<file path="config.mk">
export PLATFORM = sky130hd
export DESIGN_NAME = if_fetch_ctrl
export DESIGN_NICKNAME = d
export VERILOG_FILES = /design/src/rtl/if_fetch_pkg.sv /design/src/rtl/fetch_sync_fifo.sv /design/src/rtl/if_fetch_ctrl.sv
export SDC_FILE = /design/constraint.sdc
export NUM_CORES = 1
export LEC_CHECK = 0
export ABC_AREA = 1
export ABC_CLOCK_PERIOD_IN_PS = 17100
export CORE_MARGIN = 5
export CORE_UTILIZATION = 51
export CTS_CLUSTER_SIZE = 40
export DETAILED_ROUTE_END_ITERATION = 6
export HOLD_SLACK_MARGIN = 0.12
export PLACE_DENSITY_LB_ADDON = 0.15
export SYNTH_ARGS = -nofsm -noshare
export SYNTH_HDL_FRONTEND = slang
export SYNTH_HIERARCHICAL = 1
export SYNTH_SLANG_ARGS = --single-unit
</file>
<file path="constraint.sdc">
create_clock -name clk -period 17.1 [get_ports clk]
set_clock_uncertainty 0.15 [all_clocks]
set_input_delay 3.42 -clock clk [delete_from_list [all_inputs] [get_ports clk]]
set_output_delay 3.42 -clock clk [all_outputs]
set_load 0.01 [all_outputs]
</file>
<file path="src/rtl/if_fetch_pkg.sv">
// Shared types and helpers for the IF fetch controller.
// Widths, FSM states and the packet word-count helper.
package if_fetch_pkg;

  localparam int ADDR_W_DEF    = 32;
  localparam int DATA_W_DEF    = 128;
  localparam int WORDS_PER_PKT = 4;

  typedef enum logic [1:0] {
    IDLE  = 2'd0,
    BUSY  = 2'd1,
    DRAIN = 2'd2
  } fetch_state_e;

  // A fetch starting mid-packet only yields the words up to the 16B boundary.
  function automatic logic [2:0] calc_fetch_cnt(
    input logic [1:0] word_idx
  );
    return 3'(WORDS_PER_PKT) - {1'b0, word_idx};
  endfunction

endpackage

</file>
<file path="src/rtl/fetch_sync_fifo.sv">
// Small synchronous FIFO with a one-cycle clear.
// Used for the in-flight PC queue and the fetch packet buffer.
module fetch_sync_fifo #(
  parameter int WIDTH = 32,
  parameter int DEPTH = 2
) (
  input  logic                         clk,
  input  logic                         rst,
  input  logic                         push,
  input  logic                         pop,
  input  logic                         clear,
  input  logic [WIDTH-1:0]             din,
  output logic [WIDTH-1:0]             dout,
  output logic                         full,
  output logic                         empty,
  output logic [$clog2(DEPTH+1)-1:0]   count
);

  localparam int PTR_W = (DEPTH > 1) ? $clog2(DEPTH) : 1;
  localparam int CNT_W = $clog2(DEPTH + 1);

  logic [WIDTH-1:0] mem [DEPTH];
  logic [PTR_W-1:0] wr_ptr;
  logic [PTR_W-1:0] rd_ptr;
  logic             do_push;
  logic             do_pop;

  function automatic logic [PTR_W-1:0] ptr_inc(
    input logic [PTR_W-1:0] p
  );
    return (p == PTR_W'(DEPTH - 1)) ? '0 : p + PTR_W'(1);
  endfunction

  assign empty   = (count == '0);
  assign full    = (count == CNT_W'(DEPTH));
  assign do_pop  = pop && !empty;
  assign do_push = push && (!full || do_pop);
  assign dout    = mem[rd_ptr];

  always_ff @(posedge clk or posedge rst) begin
    if (rst) begin
      wr_ptr <= '0;
      rd_ptr <= '0;
      count  <= '0;
    end else if (clear) begin
      wr_ptr <= '0;
      rd_ptr <= '0;
      count  <= '0;
    end else begin
      if (do_push) wr_ptr <= ptr_inc(wr_ptr);
      if (do_pop)  rd_ptr <= ptr_inc(rd_ptr);
      count <= count + CNT_W'(do_push)
                     - CNT_W'(do_pop);
    end
  end

  // Storage needs no reset; only entries behind valid pointers are read.
  always_ff @(posedge clk) begin
    if (do_push && !clear) mem[wr_ptr] <= din;
  end

  a_pop_empty: assert property (
    @(posedge clk) disable iff (rst)
    !(pop && empty)
  );

  a_push_full: assert property (
    @(posedge clk) disable iff (rst)
    !(push && full && !pop)
  );

endmodule

</file>
<file path="src/rtl/if_fetch_ctrl.sv">
// Instruction fetch sequencer between the IF PC register and the icache.
// Credit-limited issue, in-order response pairing, redirect drain.
module if_fetch_ctrl
  import if_fetch_pkg::*;
#(
  parameter int ADDR_W    = ADDR_W_DEF,
  parameter int DATA_W    = DATA_W_DEF,
  parameter int MAX_OUTST = 2,
  parameter int BUF_DEPTH = 2
) (
  input  logic              clk,
  input  logic              rst_,
  input  logic [ADDR_W-1:0] pc_in,
  input  logic              pc_valid,
  output logic              pc_ready,
  input  logic              flush,
  output logic              icache_req,
  output logic [ADDR_W-1:0] icache_addr,
  input  logic              icache_addr_ok,
  input  logic              icache_data_ok,
  input  logic [DATA_W-1:0] icache_rdata,
  output logic              fetch_valid,
  input  logic              fetch_ready,
  output logic [ADDR_W-1:0] fetch_pc,
  output logic [DATA_W-1:0] fetch_data,
  output logic [2:0]        fetch_cnt
);

  localparam int CW    = $clog2(MAX_OUTST) + 1;
  localparam int CSW   = CW + 1;
  localparam int QCW   = $clog2(MAX_OUTST + 1);
  localparam int BCW   = $clog2(BUF_DEPTH + 1);
  localparam int PKT_W = ADDR_W + DATA_W;

  fetch_state_e      state;
  logic [CW-1:0]     outst_cnt;
  logic [CW-1:0]     cancel_cnt;
  logic [CW-1:0]     outst_nx;
  logic [CSW-1:0]    cancel_sum;

  logic              drain;
  logic              can_issue;
  logic              hs;
  logic              resp_ok;
  logic              buf_pop;

  logic [ADDR_W-1:0] pcq_head;
  logic              pcq_full;
  logic              pcq_empty;
  logic [QCW-1:0]    pcq_count;

  logic [PKT_W-1:0]  buf_head;
  logic              buf_full;
  logic              buf_empty;
  logic [BCW-1:0]    buf_count;

  assign drain = (state == DRAIN);

  // Buffer credit: every accepted request already owns a packet slot.
  assign can_issue =
    (int'(outst_cnt) < MAX_OUTST) &&
    (int'(outst_cnt) + int'(buf_count) < BUF_DEPTH);

  assign icache_req = !rst_ && pc_valid && !flush
                   && !drain && can_issue;
  assign icache_addr = pc_in;
  assign hs          = icache_req && icache_addr_ok;
  assign pc_ready    = hs;

  assign resp_ok  = icache_data_ok && !flush && !drain;
  assign outst_nx = outst_cnt + CW'(hs) - CW'(resp_ok);

  assign cancel_sum = {1'b0, cancel_cnt}
                    + {1'b0, outst_cnt}
                    - CSW'(icache_data_ok);

  always_ff @(posedge clk or posedge rst_) begin
    if (rst_) begin
      state      <= IDLE;
      outst_cnt  <= '0;
      cancel_cnt <= '0;
    end else if (flush) begin
      outst_cnt  <= '0;
      cancel_cnt <= cancel_sum[CW-1:0];
      state      <= (cancel_sum != '0) ? DRAIN : IDLE;
    end else if (drain) begin
      if (icache_data_ok) begin
        cancel_cnt <= cancel_cnt - CW'(1);
        if (cancel_cnt == CW'(1)) state <= IDLE;
      end
    end else begin
      outst_cnt <= outst_nx;
      state     <= (outst_nx != '0) ? BUSY : IDLE;
    end
  end

  fetch_sync_fifo #(
    .WIDTH (ADDR_W),
    .DEPTH (MAX_OUTST)
  ) u_pc_q (
    .clk   (clk),
    .rst   (rst_),
    .push  (hs),
    .pop   (resp_ok),
    .clear (flush),
    .din   (pc_in),
    .dout  (pcq_head),
    .full  (pcq_full),
    .empty (pcq_empty),
    .count (pcq_count)
  );

  assign buf_pop = fetch_valid && fetch_ready;

  fetch_sync_fifo #(
    .WIDTH (PKT_W),
    .DEPTH (BUF_DEPTH)
  ) u_pkt_buf (
    .clk   (clk),
    .rst   (rst_),
    .push  (resp_ok),
    .pop   (buf_pop),
    .clear (flush),
    .din   ({pcq_head, icache_rdata}),
    .dout  (buf_head),
    .full  (buf_full),
    .empty (buf_empty),
    .count (buf_count)
  );

  assign fetch_valid = !buf_empty;
  assign fetch_pc    = buf_empty ? '0
                     : buf_head[PKT_W-1 -: ADDR_W];
  assign fetch_data  = buf_empty ? '0
                     : buf_head[DATA_W-1:0];
  assign fetch_cnt   = calc_fetch_cnt(fetch_pc[3:2]);

  a_orphan_resp: assert property (
    @(posedge clk) disable iff (rst_)
    !(icache_data_ok && outst_cnt == '0
      && cancel_cnt == '0)
  );

  a_cancel_max: assert property (
    @(posedge clk) disable iff (rst_)
    cancel_cnt <= CW'(MAX_OUTST)
  );

  a_cancel_sum: assert property (
    @(posedge clk) disable iff (rst_)
    flush |-> cancel_sum <= CSW'(MAX_OUTST)
  );

  a_pcq_track: assert property (
    @(posedge clk) disable iff (rst_)
    int'(pcq_count) == int'(outst_cnt)
  );

  a_pcq_room: assert property (
    @(posedge clk) disable iff (rst_)
    !(hs && pcq_full)
  );

  a_resp_pc: assert property (
    @(posedge clk) disable iff (rst_)
    !(resp_ok && pcq_empty)
  );

  a_credit: assert property (
    @(posedge clk) disable iff (rst_)
    !(resp_ok && buf_full && !buf_pop)
  );

endmodule

</file>
# Yosys cells after proc, flatten, opt, wreduce, memory -nomap -nowiden
# Memory sizes are Yosys's and may differ from the RTL's.
# Index checks and enable logic that the tools add are counted.
word_totals:
  reg_bits: 14
  n_memories: 2
  elab_cells: 102
  mem_bits_ro: 0
  out_inout_bits: 198
  latchBits: 0
  ramBits: 384
  in_bits: 167
mem_list:
  columns: ["memory", "depth", "width", "rd", "rd_ports_with_merged_regs", "wr", "line_no", "rtl"]
  rows:
  - ["u_pkt_buf.mem", 2, 160, 1, 0, 1, "fetch_sync_fifo.sv:22", "logic [WIDTH-1:0] mem [DEPTH];"]
  - ["u_pc_q.mem", 2, 32, 1, 0, 1, "fetch_sync_fifo.sv:22", null]
op_classes:
  div: 0
  bitwise_logic: 0
  muxes: 31
  n_reduce_logical: 36
  n_addsub: 15
  n_mul: 0
  eq_ne: 7
  n_lt_le_gt_ge: 2
  shifts: 0
ops:
  columns: ["operator", "n"]
  rows:
  - ["128-bit 2-to-1 mux", 1]
  - ["32-bit 2-to-1 mux", 1]
  - ["2-bit 2-to-1 mux", 12]
  - ["1-bit 2-to-1 mux", 17]
  - ["1-bit logical AND", 15]
  - ["2-bit nonzero test", 7]
  - ["1-bit logical NOT", 7]
  - ["2-bit by 1-bit adder with 2-bit output", 3]
  - ["2-bit by 2-bit adder with 3-bit output", 2]
  - ["2-bit == test, second input constant", 3]
  - ["2-bit by 1-bit subtractor with 2-bit output", 3]
  - ["1-bit adder, second input constant", 4]
  - ["2-bit logical NOT", 2]
  - ["2-bit AND reduction", 2]
  - ["3-bit by 2-bit < comparator with 1-bit output, second input constant", 1]
  - ["3-bit by 2-bit inequality test with 1-bit output, second input constant", 1]
  - ["3-bit inequality test, second input constant", 1]
  - ["3-bit nonzero test", 1]
  - ["3-bit by 1-bit subtractor with 3-bit output", 1]
  - ["3-bit by 2-bit subtractor with 3-bit output, first input constant", 1]
  - ["2-bit by 1-bit == test with 1-bit output, second input constant", 1]
  - ["1-bit logical OR", 2]
  - ["2-bit < comparator, second input constant", 1]
  - ["2-bit inequality test, second input constant", 1]
  - ["2-bit by 1-bit subtractor with 2-bit output, second input constant", 1]

# Depth between registers and ports, before layout
# Gate-level depths: netlist of run 1.
depth:
  depth_word: 12
  depth_mapped: 17

# Modules after synthesis
# Netlist of run 1, hierarchy kept.
modules_own_cells:
  columns: ["mod", "n_inst", "cells_each", "area_per_inst_um2"]
  rows:
  - ["fetch_sync_fifo (u_pkt_buf)", 1, 875, 11912.7]
  - ["fetch_sync_fifo (u_pc_q)", 1, 207, 2608.8]
  - ["if_fetch_ctrl", 1, 447, 2170.8]

# Worst setup path before layout of run 1
# OpenSTA, ideal clock, no wires.
synth_path:
  path_kind: "input -> register"
  start: "in flush"
  end: "mem u_pkt_buf/mem[1][0] (netlist name) (enable)"
  path_slack_ns: 1.217
  setup_time_ns: 0.875
  t_required_ns: 16.075
  stages: 5
  path_buffers: 0
  arrival_ns: 14.858
  cell_sequence: "inv_1 -> nand2_2 -> nor2_1 -> nand2_1 -> nor3_1"
synth_via:
  elab_chain_len: 7
synth_rtl:
  columns: ["element", "line_no", "rtl"]
  rows:
  - ["from (decl)", "if_fetch_ctrl.sv:16", "input logic flush,"]
  - ["1-bit logical NOT", "if_fetch_ctrl.sv:70", "assign resp_ok = icache_data_ok && !flush && !drain;"]
  - ["1-bit logical AND (2 in a row)", "if_fetch_ctrl.sv:70", null]
  - ["named net resp_ok", "if_fetch_ctrl.sv:44", "logic resp_ok;"]
  - ["1-bit logical AND", "fetch_sync_fifo.sv:37", "assign do_push = push && (!full || do_pop);"]
  - ["1-bit logical AND", "fetch_sync_fifo.sv:59", "if (do_push && !clear) mem[wr_ptr] <= din;"]
  - ["1-bit 2-to-1 mux", "fetch_sync_fifo.sv:59", null]
  - ["1-bit 2-to-1 mux (not written as such)", "fetch_sync_fifo.sv:59", null]
  - ["to (decl)", "fetch_sync_fifo.sv:22", null]
# The timed path passes the listed nets, and every way through them passes these cells.

# Final worst setup path of run 1
layout_path:
  start: "in flush"
  end: "out pc_ready"
layout_via:
  elab_chain_len: 5
layout_rtl:
  columns: ["element", "line_no", "rtl"]
  rows:
  - ["1-bit logical NOT", "if_fetch_ctrl.sv:64", "assign icache_req = !rst_ && pc_valid && !flush"]
  - ["1-bit logical AND", "if_fetch_ctrl.sv:64", null]
  - ["1-bit logical AND (2 in a row)", "if_fetch_ctrl.sv:65", "&& !drain && can_issue;"]
  - ["1-bit logical AND", "if_fetch_ctrl.sv:67", "assign hs = icache_req && icache_addr_ok;"]
  - ["to (decl)", "if_fetch_ctrl.sv:15", "output logic pc_ready,"]
# No other way between the ends.

==> flow_metrics.py, run 1 <==
metrics = {
    "outcome": {
        "status": "complete, no violations",
    },
    "final_layout": {
        "final_util_pct": 66.5,
        "multi_input_area_sq_um": 3340,
        "final_common_cell": "nand2_1",
        "fillers": 2443,
        "drive_gt1_share_pct": 4.99,
        "area_delta_synth_final_pct": 29.3,
        "nNetsFinal": 2031,
        "layout_common_cells": "621 x nand2_1, 384 x edfxtp_1, 364 x clkdlybuf4s50_1",
        "seq_area_sq_um": 11900,
    },
    "synth": {
        "netlist_area_sq_um": 16700,
        "synth_cells": 1528,
        "synth_warnings": 6,
        "avgSynthCellArea_sq_um": 10.9,
        "synth_nets": 1706,
    },
    "timing": {
        "setup_ws_ns": 7.85,
        "setup_viol": 0,
        "fin_crit_sh_pct": 54.1,
        "relSlewSlack_pct": 16.2,
        "worst_pin_slew_ns": 1.26,
        "max_clock_freq_mhz": 108,
        "setup_tns_ns": 0,
        "slew_viol_final": 0,
        "rsz0062_at_grt": "no",
        "timing.final.hold_violations": 0,
        "fin_crit_ns": 9.25,
    },
    "setup_path": {
        "startpoint": "flush",
        "crit_slowest_cell": "clkdlybuf4s50_1",
        "worstPathArrival_ns": 5.68,
        "worst_path_most_repeated_cell": "clkdlybuf4s50_1",
        "critPathLaunchType": "input port",
        "cp_max_fo": 12,
        "critPathTopFamily": "buffers and inverters",
        "regToRegStartpoint": "u_pkt_buf/count[1]",
        "worstPathCellList": "clkdlybuf4s50_1 -> inv_1 -> nand2_2 -> nor3_1 -> clkdlybuf4s50_1",
        "endpoint_kind": "output port",
        "cpPeakStageDelay_ns": 0.68,
        "crit_type": "input port to output port",
        "crit_required_ns": 13.53,
        "path_buf_inv": 3,
    },
    "cts": {
        "cts_tree": "yes",
        "h-tree-depth": 2,
        "clk_pin_slew_worst_paths_ns": 0.06,
        "cts_setup_buffers": 0,
        "cts_hold_buf": 0,
        "cts-resized-gates": 0,
        "cts_buffers": 42,
        "cts_root_buf": "clkbuf_16",
        "cts_sinks": 398,
        "clockBufferDepth": 3,
        "clock_latency_ns": 0.52,
    },
    "drt": {
        "detail-route-antenna-nets": 0,
        "totalWireLength_microns": 37700,
        "firstDrtPassIters": 5,
        "wire_per_inst_microns": 16.2,
        "viasPerCell": 4.72,
        "drc": 0,
        "vias": 10990,
        "drtIter0Drc": 680,
    },
    "power": {
        "switching_share_pct": 25.0,
        "p_leak_uw": 0.00885,
        "seqPwrFrac_pct": 46.9,
        "internal_power_uw": 1800,
        "powerDensity_nw_per_um2": 111,
        "ir_drop_v": 0.0000976,
        "p_sw_uw": 601,
        "p_clk_share_pct": 35.1,
        "pwr-share-comb_pct": 18.0,
    },
    "min_path": {
        "min_path_type": "flip-flop to flip-flop",
        "hp-start": "cancel_cnt[1]",
    },
    "floorplanning": {
        "die_area_sq_um": 36400,
        "die_h_microns": 191,
        "core_sq_um": 32500,
        "pin_count": 365,
        "start_util_pct": 51.4,
        "die_w_microns": 191,
        "rows": 66,
    },
    "placement": {
        "port_buffers": 364,
        "dp_slack_ns": 7.87,
        "gp_congestion": 0.758,
        "hpwl_microns": 24100,
    },
    "grt": {
        "grt_pass1_wl_microns": 57600,
        "antenna_found_initial": 7,
        "grt.total_usage_pct": 20.0,
        "gr-total-overflow": 0,
        "grt_pass1_vias": 10927,
        "grt_max_degree": 103,
    },
    "run": {
        "maxCapViolations": 0,
    },
}
==> final cells by class <==
cell class	count	area share (%)
sequential	398	55.1
timing repair buffer	374	17.3
multi-input combinational	834	15.5
clock buffer	48	5.07
inverter	203	3.60
tap	442	2.56
clock inverter	28	0.870
antenna	3	0.0348
==> power groups by stage <==
stage	Combinational (uW)	Sequential [uW]	Clock (uW)
after floorplan	224	1150	0
after global placement	430	1150	0
after detailed placement	437	1150	0
after CTS	440	1130	865
after global routing	478	1130	906
final	434	1130	844
==> flip-flops by register name, summed over array words and instances (netlist names) <==
register / cells
u_pkt_buf/mem: 320
u_pc_q/rd_ptr: 1
cancel_cnt: 2
u_pkt_buf/rd_ptr: 1
u_pkt_buf/count: 2
state: 2
u_pc_q/wr_ptr: 1
u_pkt_buf/wr_ptr: 1
u_pc_q/mem: 64
u_pc_q/count: 2
outst_cnt: 2
==> through the flow <==
stage	instances	power, uW	instance area [sq um]	hold WS, ns
after floorplan	1528	1370	16700	0.292
after global placement	2250	1580	20300	0.308
after detailed placement	2250	1590	20300	0.310
after CTS	2326	2430	21600	0.324
after global routing	2330	2510	21600	0.381
final	2330	2410	21600	0.323
==> final timing paths <==
path                                   endpoint  slack [ns]  cells past startpoint
hold reg to reg                   cancel_cnt[1]        0.32                      2
setup / recovery                       pc_ready        7.85                      5
max in group asynchronous              state[0]       13.54                      2
setup reg to reg           u_pkt_buf/mem[0][12]       13.11                      9
hold / removal                    cancel_cnt[1]        0.32                      2
min in group asynchronous    u_pkt_buf/count[1]        3.04                      2
==> layer usage <==
layer	track usage, %	vias up	routed length [microns]
li1	-	5433	-
met1	24.9	5131	14700
met2	33.8	350	18200
met3	6.46	68	3640
met4	6.02	8	1020
met5	0	-	55
==> worst register-to-register path, stage by stage (launching register included) <==
cell	delay [ns]
dfrtp_1	0.40
inv_1	0.09
nand2_1	0.16
inv_4	0.34
nor2_1	0.41
inv_1	0.09
nand2_1	0.12
nand4_1	0.21
inv_6	0.71
buf_4	0.91
Power figures use the tool's default switching activity.
==> run 2: changes to the inputs <==
--- a/config.mk
+++ b/config.mk
@@ -6,9 +6,9 @@
 export NUM_CORES = 1
 export LEC_CHECK = 0
 export ABC_AREA = 1
-export ABC_CLOCK_PERIOD_IN_PS = 17100
+export ABC_CLOCK_PERIOD_IN_PS = 8000
 export CORE_MARGIN = 5
-export CORE_UTILIZATION = 51
+export CORE_UTILIZATION = 46
 export CTS_CLUSTER_SIZE = 40
 export DETAILED_ROUTE_END_ITERATION = 6
 export HOLD_SLACK_MARGIN = 0.12
==> constraint.sdc (replaced) <==
create_clock -name clk -period 8 [get_ports clk]
set_clock_uncertainty 0.15 [all_clocks]
set_input_delay 1.6 -clock clk [delete_from_list [all_inputs] [get_ports clk]]
set_output_delay 1.6 -clock clk [all_outputs]
set_load 0.01 [all_outputs]
==> run 2 against run 1 <==
Critical path depth is the same. Register-to-register slack lost 9.4 ns. Design area grew 0.52%. Combinational power grew 110%. Sequential power grew 110%. Via count shrank 0.64%. Worst hold slack is essentially flat. Final cell count grew 0.64%. Global-route usage shrank 1.5 points. First-iteration DRC count shrank 6.2%. Largest cell class unchanged.
==> flow_metrics.py, run 2 (synthesized netlist as in run 1, its figures left out) <==
metrics = {
    "drt": {
        "route.met3.wl_microns": 3000,
        "detail-route-antenna-nets": 0,
        "wl_met1_microns": 15600,
        "top_layer_used": "met5",
        "firstDrtPassIters": 4,
        "wire_per_inst_microns": 16.2,
        "wl_met2_microns": 18600,
        "drc": 0,
        "viasPerCell": 4.66,
        "drtIter0Drc": 638,
        "totalWireLength_microns": 38100,
        "vias": 10920,
    },
    "cts": {
        "cts_setup_buffers": 0,
        "cts-resized-gates": 0,
        "clock_latency_ns": 0.52,
        "cts_buffers": 42,
        "h-tree-depth": 2,
        "cts_root_buf": "clkbuf_16",
        "cts_hold_buf": 0,
        "clk_pin_slew_worst_paths_ns": 0.05,
        "cts_sinks": 398,
        "cts_tree": "yes",
        "clockBufferDepth": 3,
    },
    "setup_path": {
        "crit_slowest_cell": "clkdlybuf4s50_1",
        "crit_required_ns": 6.25,
        "critPathTopFamily": "buffers and inverters",
        "worstPathCellList": "clkdlybuf4s50_1 -> inv_1 -> nand2_2 -> nor3_1 -> clkdlybuf4s50_1",
        "critPathLaunchType": "input port",
        "path_buf_inv": 3,
        "cpPeakStageDelay_ns": 0.69,
        "worst_path_most_repeated_cell": "clkdlybuf4s50_1",
        "crit_type": "input port to output port",
        "endpoint_kind": "output port",
        "worstPathArrival_ns": 3.90,
        "cp_max_fo": 12,
    },
    "placement": {
        "hpwl_microns": 24200,
        "port_buffers": 364,
        "dp.cells": 2269,
        "gp_congestion": 0.784,
    },
    "final_layout": {
        "top_register": "u_pkt_buf/mem",
        "multi_input_area_sq_um": 3350,
        "final_common_cell": "nand2_1",
        "fin_cells": 2345,
        "reg_top3": "u_pkt_buf/mem: 320 flops, u_pc_q/mem: 64 flops",
        "drive_gt1_share_pct": 4.83,
        "layout_common_cells": "621 x nand2_1, 384 x edfxtp_1, 364 x clkdlybuf4s50_1",
        "largest_reg_flops": 320,
        "fillers": 2934,
        "nNetsFinal": 2030,
        "seq_area_sq_um": 11900,
        "area_delta_synth_final_pct": 30.0,
    },
    "outcome": {
        "status": "complete, no violations",
    },
    "power": {
        "p_leak_uw": 0.00888,
        "powerDensity_nw_per_um2": 241,
        "ir_drop_v": 0.000137,
        "fin_total_pwr_uw": 5230,
    },
    "timing": {
        "fin_crit_sh_pct": 70.7,
        "fin_crit_ns": 5.65,
        "worst_pin_slew_ns": 1.07,
        "max_clock_freq_mhz": 177,
        "setup_tns_ns": 0,
        "rsz0062_at_grt": "no",
        "slew_viol_final": 0,
        "timing.final.hold_violations": 0,
        "setup_viol": 0,
        "relSlewSlack_pct": 28.9,
    },
    "floorplanning": {
        "die_area_sq_um": 40200,
        "start_util_pct": 46.8,
        "pin_count": 365,
        "core_sq_um": 35700,
        "die_h_microns": 200,
        "rows": 69,
        "die_w_microns": 200,
    },
    "grt": {
        "grt_pass1_wl_microns": 59800,
        "grt_max_degree": 161,
        "grt_pass1_vias": 10865,
        "antenna_found_initial": 4,
        "grt.total_usage_pct": 18.5,
        "gr-total-overflow": 0,
    },
    "min_path": {
        "min_path_type": "flip-flop to flip-flop",
    },
    "run": {
        "maxCapViolations": 0,
    },
}
run 2: area by class of cell:
| cell class | count | area share (%) |
|---|---|---|
| Inverter | 203 | 3.57 |
| Multi-Input combinational cell | 834 | 15.4 |
| Sequential cell | 398 | 54.8 |
| Antenna cell | 1 | 0.0115 |
| Clock buffer | 55 | 5.36 |
| Tap cell | 461 | 2.66 |
| Timing Repair Buffer | 373 | 17.2 |
| Clock inverter | 20 | 0.940 |
run 2: where the power goes:
group / total [uW] / switching (uW) / leakage (uW) / internal [uW]
clock: 1900 / 745 / 0.000652 / 1150
combinational: 922 / 492 / 0.00458 / 430
sequential: 2410 / 31.1 / 0.00365 / 2380
total: 5230 / 1270 / 0.00888 / 3960
run 2: routing by layer:
metal	global-route usage, %	up-vias
met5	0	-
met4	4.50	6
met3	5.28	52
met2	31.1	348
met1	23.9	5088
li1	-	5426
run 2: per-stage QoR:
step | utilization (%) | area [sq um] | hold slack (ns) | setup slack (ns)
floorplan | - | 16700 | 0.292 | 1.31
detailed placement | 57.0 | 20300 | 0.317 | 2.36
CTS | 60.8 | 21700 | 0.331 | 2.33
global placement | 57.0 | 20300 | 0.307 | 2.41
finish | 60.8 | 21700 | 0.323 | 2.35
global route | 60.8 | 21700 | 0.352 | 2.13
run 2: worst reg2reg max path, delay by kind of cell, from the launching register on:
family,cells,cell delay [ns]
buf+inv,6,2.41
flops,1,0.41
simple gates,4,0.91
run 2: path summary, 6_finish.rpt:
| check | to | start | slack [ns] | cells past startpoint |
|---|---|---|---|---|
| max | pc_ready | flush | 2.35 | 5 |
| min | cancel_cnt[1] | cancel_cnt[1] | 0.32 | 2 |
| max reg2reg | u_pkt_buf/mem[0][18] | u_pkt_buf/count[1] | 3.72 | 10 |
| min reg2reg | cancel_cnt[1] | cancel_cnt[1] | 0.32 | 2 |
| max in group asynchronous | outst_cnt[0] | rst_ | 6.24 | 2 |
| min in group asynchronous | u_pkt_buf/count[0] | rst_ | 1.22 | 2 |
==> run 3: changes to the inputs <==
--- a/config.mk
+++ b/config.mk
@@ -6,7 +6,7 @@
 export NUM_CORES = 1
 export LEC_CHECK = 0
 export ABC_AREA = 1
-export ABC_CLOCK_PERIOD_IN_PS = 8000
+export ABC_CLOCK_PERIOD_IN_PS = 4700
 export CORE_MARGIN = 5
 export CORE_UTILIZATION = 46
 export CTS_CLUSTER_SIZE = 40
==> constraint.sdc (replaced) <==
create_clock -name clk -period 4.7 [get_ports clk]
set_clock_uncertainty 0.15 [all_clocks]
set_input_delay 0.94 -clock clk [delete_from_list [all_inputs] [get_ports clk]]
set_output_delay 0.94 -clock clk [all_outputs]
set_load 0.01 [all_outputs]
==> run 3 against run 2 <==
Register-to-register slack got worse by 2.0 ns. Combinational power grew 75%. Critical path type is now flip-flop to output port. Flip-flop and latch count is the same. Die area is the same. Sequential share of layout area down 0.42 points. Design area grew 0.77%. Global-route usage decreased by 0.12 points.
==> flow_metrics.py, run 3 (synthesized netlist as in run 1, its figures left out) <==
metrics = {
    "floorplanning": {
        "pin_count": 365,
        "rows": 69,
        "die_w_microns": 200,
        "die_area_sq_um": 40200,
        "start_util_pct": 46.8,
        "die_h_microns": 200,
        "core_sq_um": 35700,
    },
    "cts": {
        "clk_pin_slew_worst_paths_ns": 0.06,
        "h-tree-depth": 2,
        "cts_sinks": 398,
        "cts_setup_buffers": 0,
        "clockBufferDepth": 3,
        "cts_root_buf": "clkbuf_16",
        "cts_tree": "yes",
        "cts-resized-gates": 0,
        "cts_hold_buf": 0,
        "cts_buffers": 42,
        "clock_latency_ns": 0.52,
    },
    "final_layout": {
        "fillers": 2896,
        "reg_top3": "u_pkt_buf/mem: 320 flops, u_pc_q/mem: 64 flops",
        "drive_gt1_share_pct": 5.49,
        "largest_reg_flops": 320,
        "layout_common_cells": "620 x nand2_1, 384 x edfxtp_1, 364 x clkdlybuf4s50_1",
        "final_common_cell": "nand2_1",
        "nNetsFinal": 2043,
        "top_register": "u_pkt_buf/mem",
        "postLayoutCellArea_sq_um": 21900,
        "area_delta_synth_final_pct": 31.0,
    },
    "power": {
        "powerDensity_nw_per_um2": 403,
        "ir_drop_v": 0.000246,
        "p_leak_uw": 0.00896,
    },
    "grt": {
        "grt_pass1_vias": 11006,
        "gr-total-overflow": 0,
        "grt.total_usage_pct": 18.4,
        "grt_pass1_wl_microns": 59500,
        "antenna_found_initial": 7,
        "grt_max_degree": 162,
    },
    "placement": {
        "placedInstanceArea_sq_um": 20500,
        "port_buffers": 364,
        "hpwl_microns": 25100,
        "gp_congestion": 0.773,
    },
    "timing": {
        "worst_pin_slew_ns": 0.766,
        "rsz0062_at_grt": "no",
        "fin_crit_sh_pct": 81.7,
        "max_clock_freq_mhz": 261,
        "setup_viol": 0,
        "fin_crit_ns": 3.84,
        "timing.final.hold_violations": 0,
        "slew_viol_final": 0,
        "relSlewSlack_pct": 48.9,
        "setup_tns_ns": 0,
    },
    "setup_path": {
        "endpoint_kind": "output port",
        "rrSetupSlack_ns": 1.75,
        "cp_max_fo": 161,
        "critPathLaunchType": "flip-flop",
        "worst_path_most_repeated_cell": "nand2_1",
        "crit_required_ns": 3.61,
        "worstPathCellList": "buf_12 -> nand2_1 -> nand2_1 -> nand2_1 -> ha_1 -> clkdlybuf4s50_1",
        "crit_type": "flip-flop to output port",
        "worstPathArrival_ns": 2.75,
        "cpPeakStageDelay_ns": 0.56,
        "reg2reg_depth": 9,
        "crit_slowest_cell": "buf_12",
    },
    "drt": {
        "drtIter0Drc": 659,
        "viasPerCell": 4.64,
        "vias": 10969,
        "detail-route-antenna-nets": 0,
        "firstDrtPassIters": 5,
        "drc": 0,
        "totalWireLength_microns": 37800,
        "wire_per_inst_microns": 16.0,
    },
    "min_path": {
        "hold_path_depth": 2,
        "min_path_type": "flip-flop to flip-flop",
    },
    "run": {
        "maxCapViolations": 0,
    },
    "outcome": {
        "status": "complete, no violations",
    },
}
==> run 3: cell count changes in the layout (fill, tap and decap cells not counted), sizes merged <==
cell and change:
clkinvlp -2, bufinv -2, diode +5, clkinv +1, clkbuf +3, buf +13, inv -1
==> run 3: path summary, 6_finish.rpt <==
| check | startpoint | to |
|---|---|---|
| setup / recovery | u_pkt_buf/rd_ptr | fetch_cnt[1] |
| hold / removal | cancel_cnt[1] | cancel_cnt[1] |
| setup reg to reg | u_pkt_buf/count[1] | u_pkt_buf/mem[1][143] |
| hold reg to reg | cancel_cnt[1] | cancel_cnt[1] |
| max in group asynchronous | rst_ | state[0] |
| min in group asynchronous | rst_ | u_pc_q/wr_ptr |
==> run 3: metrics by stage <==
step / setup WS, ns / std cells / total power (uW) / hold slack (ns) / util, %
6_report: 0.862 / 2362 / 8810 / 0.332 / 61.3
3_5_place_dp: 1.06 / 2282 / 5800 / 0.328 / 57.6
4_1_cts: 0.769 / 2356 / 8930 / 0.340 / 61.3
5_1_grt: 0.655 / 2361 / 9230 / 0.368 / 61.3
2_1_floorplan: -1.04 / 1528 / 5000 / 0.292 / -
3_3_place_gp: 1.05 / 2282 / 5780 / 0.308 / 57.6
==> run 3: layer usage <==
layer	vias to the layer above	global-route usage, %	share of wire, %
met1	5112	24.1	42
met5	-	0	0.071
li1	5454	-	-
met2	345	30.7	49
met3	54	4.51	7.3
met4	4	5.16	2.1
==> run 3: cell type report <==
| cell class | instances | area [sq um] | share of cell area, % |
|---|---|---|---|
| timing repair buffer | 386 | 3920 | 17.9 |
| clock inverter | 16 | 121 | 0.555 |
| antenna | 6 | 15.0 | 0.0687 |
| tap | 461 | 577 | 2.64 |
| multi-input combinational | 834 | 3370 | 15.4 |
| clock buffer | 58 | 1180 | 5.42 |
| sequential | 398 | 11900 | 54.4 |
| inverter | 203 | 788 | 3.61 |
==> run 3: worst max-delay path: cells and delay by family (launching register included) <==
kind / cells / cell delay, ns
buffers and inverters: 2 / 1.09
flip-flops: 1 / 0.45
AND/OR/NAND/NOR: 3 / 0.38
adder cells (fa/ha/maj): 1 / 0.28
==> run 3: power by group <==
part,internal (uW),switching [uW]
Clock,1860,1240
Sequential,4050,45.2
Combinational,762,845
